[config.mk]
export PLATFORM = sky130hd
export DESIGN_NAME = sb_trans_decoder
export DESIGN_NICKNAME = d
export VERILOG_FILES = /design/src/rtl/sb_trans_decoder.sv
export SDC_FILE = /design/constraint.sdc
export NUM_CORES = 1
export LEC_CHECK = 0
export BUFFER_PORTS_ARGS = -buffer_cell sky130_fd_sc_hd__buf_2
export CAP_MARGIN = 20
export CELL_PAD_IN_SITES_DETAIL_PLACEMENT = 1
export CELL_PAD_IN_SITES_GLOBAL_PLACEMENT = 2
export CORE_ASPECT_RATIO = 1.1
export CORE_MARGIN = 2
export CORE_UTILIZATION = 41
export CTS_CLUSTER_SIZE = 10
export DETAILED_ROUTE_END_ITERATION = 8
export PLACE_DENSITY_LB_ADDON = 0.1
export SYNTH_ARGS = -nofsm -noshare
export SYNTH_HDL_FRONTEND = slang
export SYNTH_SLANG_ARGS = --single-unit
[constraint.sdc]
create_clock -name sb_clk -period 5.9 [get_ports sb_clk]
set_input_delay 0.59 -clock sb_clk [delete_from_list [all_inputs] [get_ports sb_clk]]
set_output_delay 0.59 -clock sb_clk [all_outputs]
set_load 0.02 [all_outputs]
[src/rtl/sb_trans_decoder.sv]
// Sideband receive transaction decoder: parses DLE/STX/ETX AT frames and DLE/LSE/CLSE LT frames,
// checks AT CRC-16, and commits captured fields with a one-cycle strobe one edge after the last byte.
module sb_trans_decoder #(
    parameter int DATA_BYTES = 3,
    parameter int TIMEOUT    = 64
) (
    input  logic                    sb_clk,
    input  logic                    rst,
    input  logic [7:0]              rx_byte,
    input  logic                    rx_valid,
    input  logic                    rx_en,
    output logic [2:0]              trans_type,
    output logic                    trans_valid,
    output logic [7:0]              rx_addr,
    output logic [7:0]              rx_len,
    output logic [8*DATA_BYTES-1:0] rx_data,
    output logic [7:0]              rx_lse,
    output logic                    crc_err,
    output logic                    frame_err
);

    typedef enum logic [3:0] {
        IDLE, DLE1, LT_CLSE, AT_ADDR, AT_LEN, AT_DATA, CRC_HI, CRC_LO, DLE2, ETX
    } state_t;

    localparam int             CW     = $clog2(TIMEOUT + 1);
    localparam logic [CW-1:0]  TMO_M1 = CW'(TIMEOUT - 1);
    localparam logic [CW-1:0]  TMO_MX = CW'(TIMEOUT);
    localparam logic [1:0]     LAST_K = 2'(DATA_BYTES - 1);

    state_t                  state_q, state_d, cur;
    logic [CW-1:0]           idle_q, idle_d;
    logic [1:0]              cnt_q, cnt_d;
    logic [15:0]             crc_q, crc_d, crc_rx_q, crc_rx_d;
    logic [2:0]              typ_sh_q, typ_sh_d;
    logic [7:0]              addr_sh_q, addr_sh_d, len_sh_q, len_sh_d, lse_sh_q, lse_sh_d;
    logic [8*DATA_BYTES-1:0] data_sh_q, data_sh_d;
    logic [2:0]              type_q, type_d;
    logic [7:0]              addr_q, addr_d, len_q, len_d, lse_q, lse_d;
    logic [8*DATA_BYTES-1:0] data_q, data_d;
    logic                    tv_q, tv_d, ce_q, ce_d, fe_q, fe_d;
    logic                    tmo;

    function automatic logic [15:0] crc_step(input logic [15:0] c, input logic [7:0] b);
        logic [15:0] r;
        r = c;
        for (int i = 7; i >= 0; i--) begin
            if (r[15] ^ b[i]) r = {r[14:0], 1'b0} ^ 16'h8005;
            else              r = {r[14:0], 1'b0};
        end
        return r;
    endfunction

    always_comb begin
        state_d   = state_q;
        idle_d    = idle_q;
        cnt_d     = cnt_q;
        crc_d     = crc_q;
        crc_rx_d  = crc_rx_q;
        typ_sh_d  = typ_sh_q;
        addr_sh_d = addr_sh_q;
        len_sh_d  = len_sh_q;
        lse_sh_d  = lse_sh_q;
        data_sh_d = data_sh_q;
        type_d    = type_q;
        addr_d    = addr_q;
        len_d     = len_q;
        lse_d     = lse_q;
        data_d    = data_q;
        tv_d      = 1'b0;
        ce_d      = 1'b0;
        fe_d      = 1'b0;
        tmo       = 1'b0;
        cur       = state_q;

        if (!rx_en) begin
            state_d = IDLE;
            idle_d  = '0;
            cnt_d   = '0;
        end else begin
            tmo = (state_q != IDLE) && (idle_q >= TMO_M1);
            if (rx_valid)             idle_d = '0;
            else if (idle_q != TMO_MX) idle_d = idle_q + 1'b1;
            // A late byte still gets parsed, but from IDLE after the timeout error.
            if (tmo) begin
                fe_d    = 1'b1;
                cur     = IDLE;
                state_d = IDLE;
            end
            if (cur == IDLE) cnt_d = '0;

            if (rx_valid) begin
                case (cur)
                    IDLE: if (rx_byte == 8'hFE) begin
                        state_d = DLE1;
                        crc_d   = 16'hFFFF;
                    end
                    DLE1: case (rx_byte)
                        8'h05: begin typ_sh_d = 3'd2; crc_d = crc_step(crc_q, rx_byte); state_d = AT_ADDR; end
                        8'h04: begin typ_sh_d = 3'd3; crc_d = crc_step(crc_q, rx_byte); state_d = AT_ADDR; end
                        8'h80: begin lse_sh_d = rx_byte; state_d = LT_CLSE; end
                        8'hFE: crc_d = 16'hFFFF;
                        default: begin fe_d = 1'b1; state_d = IDLE; end
                    endcase
                    LT_CLSE: begin
                        state_d = IDLE;
                        if (rx_byte == ~lse_sh_q) begin
                            lse_d  = lse_sh_q;
                            type_d = 3'd4;
                            tv_d   = 1'b1;
                        end else begin
                            fe_d = 1'b1;
                        end
                    end
                    AT_ADDR: begin
                        addr_sh_d = rx_byte;
                        crc_d     = crc_step(crc_q, rx_byte);
                        state_d   = AT_LEN;
                    end
                    AT_LEN: begin
                        len_sh_d = rx_byte;
                        crc_d    = crc_step(crc_q, rx_byte);
                        if (typ_sh_q == 3'd3) begin
                            cnt_d   = '0;
                            state_d = AT_DATA;
                        end else begin
                            state_d = CRC_HI;
                        end
                    end
                    AT_DATA: begin
                        for (int k = 0; k < DATA_BYTES; k++)
                            if (cnt_q == 2'(k)) data_sh_d[8*k +: 8] = rx_byte;
                        crc_d = crc_step(crc_q, rx_byte);
                        if (cnt_q != 2'd3)   cnt_d   = cnt_q + 2'd1;
                        if (cnt_q == LAST_K) state_d = CRC_HI;
                    end
                    CRC_HI: begin crc_rx_d[15:8] = rx_byte; state_d = CRC_LO; end
                    CRC_LO: begin crc_rx_d[7:0]  = rx_byte; state_d = DLE2;   end
                    DLE2: begin
                        if (rx_byte == 8'hFE) state_d = ETX;
                        else begin fe_d = 1'b1; state_d = IDLE; end
                    end
                    ETX: begin
                        state_d = IDLE;
                        if (rx_byte != 8'h40)      fe_d = 1'b1;
                        else if (crc_rx_q != crc_q) ce_d = 1'b1;
                        else begin
                            type_d = typ_sh_q;
                            addr_d = addr_sh_q;
                            len_d  = len_sh_q;
                            if (typ_sh_q == 3'd3) data_d = data_sh_q;
                            tv_d   = 1'b1;
                        end
                    end
                    default: state_d = IDLE;
                endcase
            end
        end
    end

    always_ff @(posedge sb_clk or posedge rst) begin
        if (rst) begin
            state_q   <= IDLE;
            idle_q    <= '0;
            cnt_q     <= '0;
            crc_q     <= '0;
            crc_rx_q  <= '0;
            typ_sh_q  <= '0;
            addr_sh_q <= '0;
            len_sh_q  <= '0;
            lse_sh_q  <= '0;
            data_sh_q <= '0;
            type_q    <= '0;
            addr_q    <= '0;
            len_q     <= '0;
            lse_q     <= '0;
            data_q    <= '0;
            tv_q      <= 1'b0;
            ce_q      <= 1'b0;
            fe_q      <= 1'b0;
        end else begin
            state_q   <= state_d;
            idle_q    <= idle_d;
            cnt_q     <= cnt_d;
            crc_q     <= crc_d;
            crc_rx_q  <= crc_rx_d;
            typ_sh_q  <= typ_sh_d;
            addr_sh_q <= addr_sh_d;
            len_sh_q  <= len_sh_d;
            lse_sh_q  <= lse_sh_d;
            data_sh_q <= data_sh_d;
            type_q    <= type_d;
            addr_q    <= addr_d;
            len_q     <= len_d;
            lse_q     <= lse_d;
            data_q    <= data_d;
            tv_q      <= tv_d;
            ce_q      <= ce_d;
            fe_q      <= fe_d;
        end
    end

    assign trans_type  = type_q;
    assign trans_valid = tv_q;
    assign rx_addr     = addr_q;
    assign rx_len      = len_q;
    assign rx_data     = data_q;
    assign rx_lse      = lse_q;
    assign crc_err     = ce_q;
    assign frame_err   = fe_q;

endmodule

# After elaboration in Yosys (flattened, before gate mapping)
# Cells that the tools add are included.
dict set report classes {
  muxes 201
  eq_ne 27
  order_cmp 1
  bitwise_logic 75
  add_sub_neg 2
  reduce_logical 23
}
# cell n
set ops {}
lappend ops {{2-to-1 mux 16 bit} 156}
lappend ops {{NOT 3 bit} 36}
lappend ops {{case mux 16 bit (5 select lines)} 1}
lappend ops {{case mux 16 bit (3 select lines)} 1}
lappend ops {{bitwise XOR 1 bit} 36}
lappend ops {{case mux 4 bit (8 select lines)} 1}
lappend ops {{2-to-1 mux 4 bit} 7}
lappend ops {{AND reduction 4 bit} 6}
lappend ops {{2-to-1 mux 7 bit} 3}
lappend ops {{2-to-1 mux 1 bit} 17}
lappend ops {{== test 4 x 3 -> 1 bit, second input constant} 4}
lappend ops {{== test 8 x 3 -> 1 bit, second input constant} 2}
lappend ops {{== test 8 bit, second input constant} 2}
lappend ops {{inequality test 16 bit} 1}
lappend ops {{2-to-1 mux 2 bit} 6}
lappend ops {{case mux 3 bit (2 select lines)} 2}
lappend ops {{case mux 4 bit (3 select lines)} 1}
lappend ops {{AND reduction 3 bit} 4}
lappend ops {{AND reduction 6 bit} 2}
lappend ops {{AND reduction 5 bit} 2}
lappend ops {{2-to-1 mux 3 bit} 3}
lappend ops {{== test 4 x 2 -> 1 bit, second input constant} 2}
lappend ops {{== test 4 bit, second input constant} 2}
lappend ops {{== test 8 bit} 1}
lappend ops {{26 further kinds} 31}
dict set report totals {
  inputBits 12
  wordCells 350
  reg_bits 150
  out_inout_bits 54
}

# Longest topological paths before layout
# Gate-level depths: netlist of run 1.
dict set report depth {
  depth_word 48
  ltp_mapped 9
  mapped_depth_nobuf 8
}

# Worst setup path before layout of run 1
# OpenSTA, ideal clock, no wires.
dict set report synth_timing {
  path_type {input port to flip-flop}
  start {input rx_byte[5]}
  end {register data_q[0], in the netlist rx_data[0]}
  t_required_ns 5.775
  path_slack_ns 3.265
  arrival_ns 2.510
  n_path_buf 1
  setup_ns 0.125
  path_stages 7
  path_cell_list {or4_4 > or4_4 > nor2_8 > nand2_4 > nor2_8 > buf_12 > mux2_4}
}
dict set report synth_between {
  elab_chain_len 3
}
# item line_no
set synth_lines {}
lappend synth_lines {{start: declaration} 9} ;# input logic [7:0] rx_byte,
lappend synth_lines {{inequality test 8 x 7 -> 1 bit} 145} ;# if (rx_byte != 8'h40) fe_d = 1'b1;
lappend synth_lines {{NOT 1 bit (no line)} --}
lappend synth_lines {{AND reduction 6 bit (no line)} --}
lappend synth_lines {{end signal: assignment} 196} ;# data_q <= data_d;
lappend synth_lines {{end: declaration} 40} ;# logic [8*DATA_BYTES-1:0] data_q, data_d;
# Every way passes these cells.
# A chain may end at the register's enable or synchronous reset.

# Final worst setup path of run 1
dict set report layout_timing {
  start {register idle_q[0]}
  end {register data_q[22], in the netlist rx_data[22]}
}
dict set report layout_between {
  elab_chain_len 6
}
# item line_no
set layout_lines {}
lappend layout_lines {{start: declaration} 32} ;# logic [CW-1:0] idle_q, idle_d;
lappend layout_lines {{start signal: assignment} 183} ;# idle_q <= idle_d;
lappend layout_lines {{greater-or-equal comparator 7 x 6 -> 1 bit} 81} ;# tmo = (state_q != IDLE) && (idle_q >= TMO_M1);
lappend layout_lines {{logical AND 1 bit} 81}
lappend layout_lines {{2-to-1 mux 4 bit} 85} ;# if (tmo) begin
lappend layout_lines {{2-to-1 mux 4 bit} 76} ;# if (!rx_en) begin
lappend layout_lines {{== test 4 bit} 93} ;# case (cur)
lappend layout_lines {{AND reduction 6 bit (no line)} --}
# Every way passes these cells. The select of a mux whose other input is x is not followed.

==> results of run 1 <==
==> power groups by stage <==
stage               Combinational [mW]  Clock, mW  Sequential (mW)
finish                           0.166       1.03             1.05
global route                     0.184       1.10             1.05
CTS                              0.171       1.06             1.05
detailed placement               0.170          0             1.07
global placement                 0.165          0             1.07
floorplan                        0.124          0             1.06
==> placed cells by master, fill, tap and decap left out, drive strengths merged, types with 2 or more instances in the layout <==
cell	netlist	layout
and3	2	2
nor4	6	6
inv	10	13
clkinv	0	6
nand3	15	15
nand2	35	35
a21oi	8	8
nor3b	2	2
and2	10	10
nor3	5	5
nand4b	2	2
nor2	22	22
o21ai	13	13
nor2b	6	6
xnor2	41	41
mux2i	5	5
or4	3	3
xnor3	3	3
xor2	5	5
ha	6	6
nand2b	14	14
o21bai	2	2
mux2	116	116
buf	6	67
clkbuf	13	19
dfrtp	149	149
nor4b	2	2
a22oi	3	3
nand4	8	8
a32o	2	2
==> cells in the mapped netlist, types with 3 or more instances <==
| cell type | count |
|---|---|
| clkbuf_1 | 13 |
| dfrtp_1 | 149 |
| mux2_4 | 29 |
| nor2b_1 | 6 |
| nand2_1 | 34 |
| xor2_1 | 5 |
| mux2i_1 | 5 |
| inv_1 | 10 |
| nor2_1 | 20 |
| and2_1 | 9 |
| mux2_2 | 87 |
| nor3_1 | 4 |
| nand3_1 | 13 |
| nand2b_1 | 14 |
| ha_1 | 6 |
| nor4_1 | 6 |
| xnor2_1 | 41 |
| xnor3_1 | 3 |
| a21oi_1 | 8 |
| o21ai_0 | 13 |
| nand4_1 | 8 |
==> per-stage QoR <==
stage / instances / util, % / hold WS [ns] / instance area, um^2 / setup slack (ns)
3_5_place_dp: 781 / 45.2 / 0.475 / 7460 / 2.73
4_1_cts: 811 / 48.6 / 0.339 / 8010 / 3.03
6_report: 811 / 48.6 / 0.306 / 8010 / 3.07
2_1_floorplan: 529 / - / 0.444 / 6960 / 1.30
3_3_place_gp: 781 / 45.2 / 0.460 / 7460 / 2.78
5_1_grt: 811 / 48.6 / 0.372 / 8010 / 2.83
==> sequential cells by signal (all words and copies together) (netlist names), 3 cells and up <==
name        cells
data_sh_q      24
rx_data        24
crc_q          16
crc_rx_q       16
addr_sh_q       8
len_sh_q        8
lse_sh_q        8
rx_addr         8
rx_len          8
rx_lse          8
idle_q          7
state_q         4
trans_type      3
==> area by class of cell <==
type	count	area [um^2]	share of cell area [%]
Sequential cell	149	3730	46.5
Multi-Input combinational cell	351	3090	38.6
Clock buffer	19	453	5.65
Timing Repair Buffer	67	340	4.25
Tap cell	204	255	3.19
Clock inverter	11	101	1.26
Inverter	10	42.5	0.531
==> kinds of logic (layout without fill, tap and decap cells) <==
group,count (synthesis),count (layout),share of synthesized area (%)
compound gates,41,41,4.26
buf+inv,29,107,2.23
mux,121,121,21.0
flops,149,149,53.5
xor+xnor,49,49,6.76
simple gates,134,134,11.1
fa+ha+maj,6,6,1.08
==> metal layers <==
metal | routed length, um | part of all wire, % | track usage (%)
met5 | 0 | 0 | 0
met4 | 301 | 1.9 | 6.42
met3 | 379 | 2.4 | 3.80
met2 | 8080 | 51 | 32.1
met1 | 7230 | 45 | 23.9
==> worst min-delay path by stage <==
| stage | from | endpoint | slack [ns] |
|---|---|---|---|
| 2_1_floorplan | data_sh_q[20] | data_sh_q[20] | 0.44 |
| 3_3_place_gp | data_sh_q[20] | data_sh_q[20] | 0.46 |
| 3_5_place_dp | len_sh_q[4] | len_sh_q[4] | 0.47 |
| 4_1_cts | rst | rx_len[0] | 0.34 |
| 5_1_grt | rst | rx_addr[0] | 0.37 |
| 6_report | rst | rx_len[0] | 0.31 |
==> out/qor.yml, run 1 <==
status:
  outcome: "finished, final reports clean"
timing:
  finalSetupViolCount: 0
  relSlewSlack_pct: 36.6
  period_share_pct: 48.0
  period_minus_slack_ns: 2.83
  finalMaxSlewViolations: 0
  rsz0062_at_grt: "no"
  fin_tns_setup_ns: 0
  fmax_ghz: 0.353
  hold_viol_final: 0
  worst_slew_pin_slew_ns: 0.952
  finClkSkew_ns: 0.0104
setup_path:
  critical_path_arrival_ns: 3.14
  slowest_delay_ns: 0.52
  crit_path_end: "rx_data[22]"
  path_cells: "ha_1 > a21oi_1 > o21bai_1 > nor3_4 > nand2_4 > nor2_8 > mux2_2"
  crit_path_start_kind: "flop"
  cp_max_fo: 24
  cp_slowest_cell: "nor3_4"
  path_delay_family: "simple AND/OR/NAND/NOR gates"
  r2r_cells: 7
  cp-end-kind: "flop"
  worstSetupPathDepth: 7
  startpoint: "idle_q[0]"
  crit_buf_inv: 0
  regToRegSetupSlack_ns: 3.07
  r2r_start: "idle_q[0]"
  critical_path_class: "reg -> reg"
  required_ns: 6.20
  r2r_end: "rx_data[22]"
power:
  leakage_nw: 3.98
  p_int_mw: 1.71
  pwr-share-seq_pct: 46.8
  comb_power_share_pct: 7.4
  p_total_mw: 2.24
  vdd_drop_max_uv: 195
  power_switching_mw: 0.534
  power_density_nw_per_um2: 280
  clock_power_share_pct: 45.8
  switching_share_pct: 23.8
routing:
  drc: 0
  vias: 4316
  avgViaCountPerCell: 5.32
  firstDrtPassIters: 4
  totalWireLength_um: 16000
  drt_iter0_markers: 163
  ant_nets: 0
  routedWlPerCell_um: 19.7
cts:
  holdBufCountCts: 0
  clk_latency_ns: 0.43
  clk_pin_slew_worst_paths_ns: 0.06
  h-tree-depth: 4
  cts.sinks: 149
  cts_root_buf: "clkbuf_16"
  cts_buffers: 17
  clockBufferDepth: 2
  cts_tree: "built"
  cts-resized-gates: 0
  post_cts_buffers: 0
floorplan:
  die_x_um: 128
  num_rows: 49
  core_area_um2: 16500
  io_pins: 66
  die_area_um2: 18000
  die_y_um: 141
  initial_core_util_pct: 42.2
yosys:
  synthDistinctLibCells: 55
  dominantRegCellSynth: "dfrtp_1"
  syn_inst: 529
  synth_seq_cells: 149
  yosys_warnings: 0
  yosysSeqAreaShare_pct: 53.5
  syn_area_per_cell_um2: 13.2
  netlist_area_um2: 6960
  synthArstFlopShare_pct: 100
  yosys.area.top_type: "dfrtp_1"
  yosysTopAreaCellShare_pct: 53.5
  synth_edf_count: 0
  synth.area.top_cells: "dfrtp_1 54%, mux2_2 14%, mux2_4 6.3%"
  synth_nets: 547
placement:
  gp_congestion: 0.871
  dp_hpwl_um: 11100
  numPortBuffers: 65
global_routing:
  grt_max_degree: 88
  grt_pass1_wl_um: 25900
  grt-ovfl-total: 0
  track_usage_pct: 18.9
  grt_pass1_vias: 4737
  grt_antenna_before_repair: 0
min_path:
  hold_class: "in -> async"
job:
  max-cap-violations: 0
cells_and_area:
  antennaDiodeCount: 0
  syn2layout_area_growth_pct: 15.1
  fillers: 1721
  nets: 614
  drive_above_1_share_pct: 37.4
Power figures use the tool's default switching activity.
==> inputs of run 2 (changes only) <==
--- a/config.mk
+++ b/config.mk
@@ -5,13 +5,14 @@
 export SDC_FILE = /design/constraint.sdc
 export NUM_CORES = 1
 export LEC_CHECK = 0
+export ABC_AREA = 1
 export BUFFER_PORTS_ARGS = -buffer_cell sky130_fd_sc_hd__buf_2
 export CAP_MARGIN = 20
 export CELL_PAD_IN_SITES_DETAIL_PLACEMENT = 1
 export CELL_PAD_IN_SITES_GLOBAL_PLACEMENT = 2
 export CORE_ASPECT_RATIO = 1.1
 export CORE_MARGIN = 2
-export CORE_UTILIZATION = 41
+export CORE_UTILIZATION = 33
 export CTS_CLUSTER_SIZE = 10
 export DETAILED_ROUTE_END_ITERATION = 8
 export PLACE_DENSITY_LB_ADDON = 0.1
==> constraint.sdc (replaced) <==
create_clock -name sb_clk -period 2.34 [get_ports sb_clk]
set_input_delay 0.234 -clock sb_clk [delete_from_list [all_inputs] [get_ports sb_clk]]
set_output_delay 0.234 -clock sb_clk [all_outputs]
set_load 0.02 [all_outputs]
==> out/qor.yml, run 2 <==
status:
  outcome: "finished, final reports clean"
global_routing:
  grt-ovfl-total: 0
  grt_antenna_before_repair: 0
  grt_pass1_vias: 6104
  grt_pass1_wl_um: 33500
  grt_max_degree: 42
  track_usage_pct: 19.6
placement:
  place_inst: 1191
  numPortBuffers: 65
  gp_congestion: 0.814
  dp_hpwl_um: 15400
  dp_slack_ns: -0.0335
  dpl-instance-area_um2: 7880
cells_and_area:
  nets: 957
  post-route-util_pct: 41.8
  antennaDiodeCount: 0
  final_cells: 1237
  layout_commonest_cell: "nand2_1"
  drive_above_1_share_pct: 20.8
  design_area_um2: 8650
  layout_common_cells: "280 x nand2_1, 149 x dfrtp_1, 69 x inv_1"
  syn2layout_area_growth_pct: 23.2
setup_path:
  critical_path_class: "reg -> reg"
  critical_path_arrival_ns: 2.59
  required_ns: 2.71
  cp_max_fo: 7
  cp-end-kind: "flop"
  crit_path_start_kind: "flop"
floorplan:
  initial_core_util_pct: 33.9
  core_area_um2: 20700
  die_x_um: 143
  io_pins: 66
  num_rows: 55
  die_y_um: 157
  die_area_um2: 22500
routing:
  routedWlPerCell_um: 17.1
  drc: 0
  totalWireLength_um: 21100
  ant_nets: 0
  firstDrtPassIters: 4
  avgViaCountPerCell: 4.78
  drt_iter0_markers: 203
  vias: 5918
timing:
  period_share_pct: 95.1
  period_minus_slack_ns: 2.22
  holdWs_ns: 0.0622
  fmax_ghz: 0.450
  fin_ws_ns: 0.116
  finClkSkew_ns: 0.0106
  worst_slew_pin_slew_ns: 0.651
  finalMaxSlewViolations: 0
  hold_viol_final: 0
  rsz0062_at_grt: "yes"
  fin_tns_setup_ns: 0
  finalSetupViolCount: 0
  relSlewSlack_pct: 56.5
yosys:
  synth.area.top_cells: "dfrtp_1 53%, nand2_1 15%, o21ai_0 4.2%"
  netlist_area_um2: 7020
  synthArstFlopShare_pct: 100
  syn_inst: 829
  syn_area_per_cell_um2: 8.47
  yosys.area.top_type: "dfrtp_1"
  dominantRegCellSynth: "dfrtp_1"
  yosysTopAreaCellShare_pct: 53.1
  synth_commonest_cells: "281 x nand2_1, 149 x dfrtp_1, 71 x inv_1"
  synth_nets: 847
  synth_seq_cells: 149
  yosys_warnings: 0
  yosysSeqAreaShare_pct: 53.1
  synth_edf_count: 0
  yosysMostFrequentCell: "nand2_1"
  synthDistinctLibCells: 39
cts:
  cts_tree: "built"
  clk_latency_ns: 0.43
  clk_pin_slew_worst_paths_ns: 0.07
  h-tree-depth: 4
  cts.sinks: 149
  cts_buffers: 17
  cts_root_buf: "clkbuf_16"
  clockBufferDepth: 2
min_path:
  hold_class: "in -> reg"
power:
  leakage_nw: 4.49
  power_density_nw_per_um2: 670
  p_total_mw: 5.80
  vdd_drop_max_uv: 401
job:
  max-cap-violations: 0
run 2: cell count changes in the layout (fill, tap and decap cells not counted), moves of 40 or more:
cell	previous run	this run
nand2_1	34	280
o21ai_0	13	59
inv_1	9	69
nand3_1	13	56
buf_4	2	42
mux2_2	87	0
run 2: what timing repair did:
action / 4_1_cts / 5_1_grt
pin swaps: 0 / 2
setup buffers: 0 / 11
hold buffers: 1 / 0
resized for setup: 2 / 13
gates cloned: 0 / 2
endpoints found under the hold margin: 19 / 0
endpoints found under the setup margin: 27 / 95
run 2: logic make-up (layout without fill, tap and decap cells):
kind of cell               after synthesis  after routing  synth area share, %
and+or+nand+nor                        433            434                 27.1
DFF                                    149            149                 53.1
AOI/OAI and AO/OA                      114            114                 8.91
buffers and inverters                  100            222                 6.43
xor gates and xnor gates                27             27                 3.37
adders and majority gates                6              6                 1.07
run 2: metal layers:
layer	vias to the layer above	share of wire (%)	GRT usage, %	wire (um)
li1	2872	-	-	-
met1	2935	48	26.4	10100
met2	85	48	32.3	10200
met3	26	2.4	3.44	515
met4	0	1.8	6.03	375
met5	-	0	0	0
run 2: path summary, 6_finish.rpt:
kind / endpoint / cells after the start / startpoint / slack (ns)
max in group asynchronous: rx_len[3] / 4 / rst / 1.27
setup / recovery: rx_data[16] / 14 / idle_q[1] / 0.12
min in group asynchronous: rx_addr[2] / 3 / rst / 0.42
setup reg to reg: rx_data[16] / 14 / idle_q[1] / 0.12
hold reg to reg: rx_data[11] / 2 / rx_data[11] / 0.47
hold / removal: cnt_q[1] / 3 / rx_en / 0.06
run 2: critical path, stage by stage, from the launching register on:
cell and delay, ns:
dfrtp_1 0.40, ha_2 0.20, nand3_2 0.12, nor2_4 0.06, nor2_8 0.20, nand2_4 0.08
nand2_4 0.09, nand3_4 0.07, clkinv_2 0.09, nand2_4 0.07, nor3_4 0.24, buf_12 0.18
buf_4 0.16, nand3_1 0.11, nand2_1 0.10
run 2: report_power, final:
group | switching (mW) | total [mW] | internal [mW] | leakage [nW]
logic | 0.275 | 0.406 | 0.131 | 2.20
registers | 0.0394 | 2.65 | 2.61 | 2.01
clock network | 1.23 | 2.75 | 1.51 | 0.280
total | 1.55 | 5.80 | 4.25 | 4.49
run 2: cell type report:
type | instances | area, um^2
flip-flops and latches | 149 | 3730
clock inverters | 15 | 164
fillers | 2468 | 12100
inverters | 76 | 295
well taps | 285 | 357
multi-input cells | 581 | 2910
clock buffers | 17 | 425
repair buffers | 114 | 776
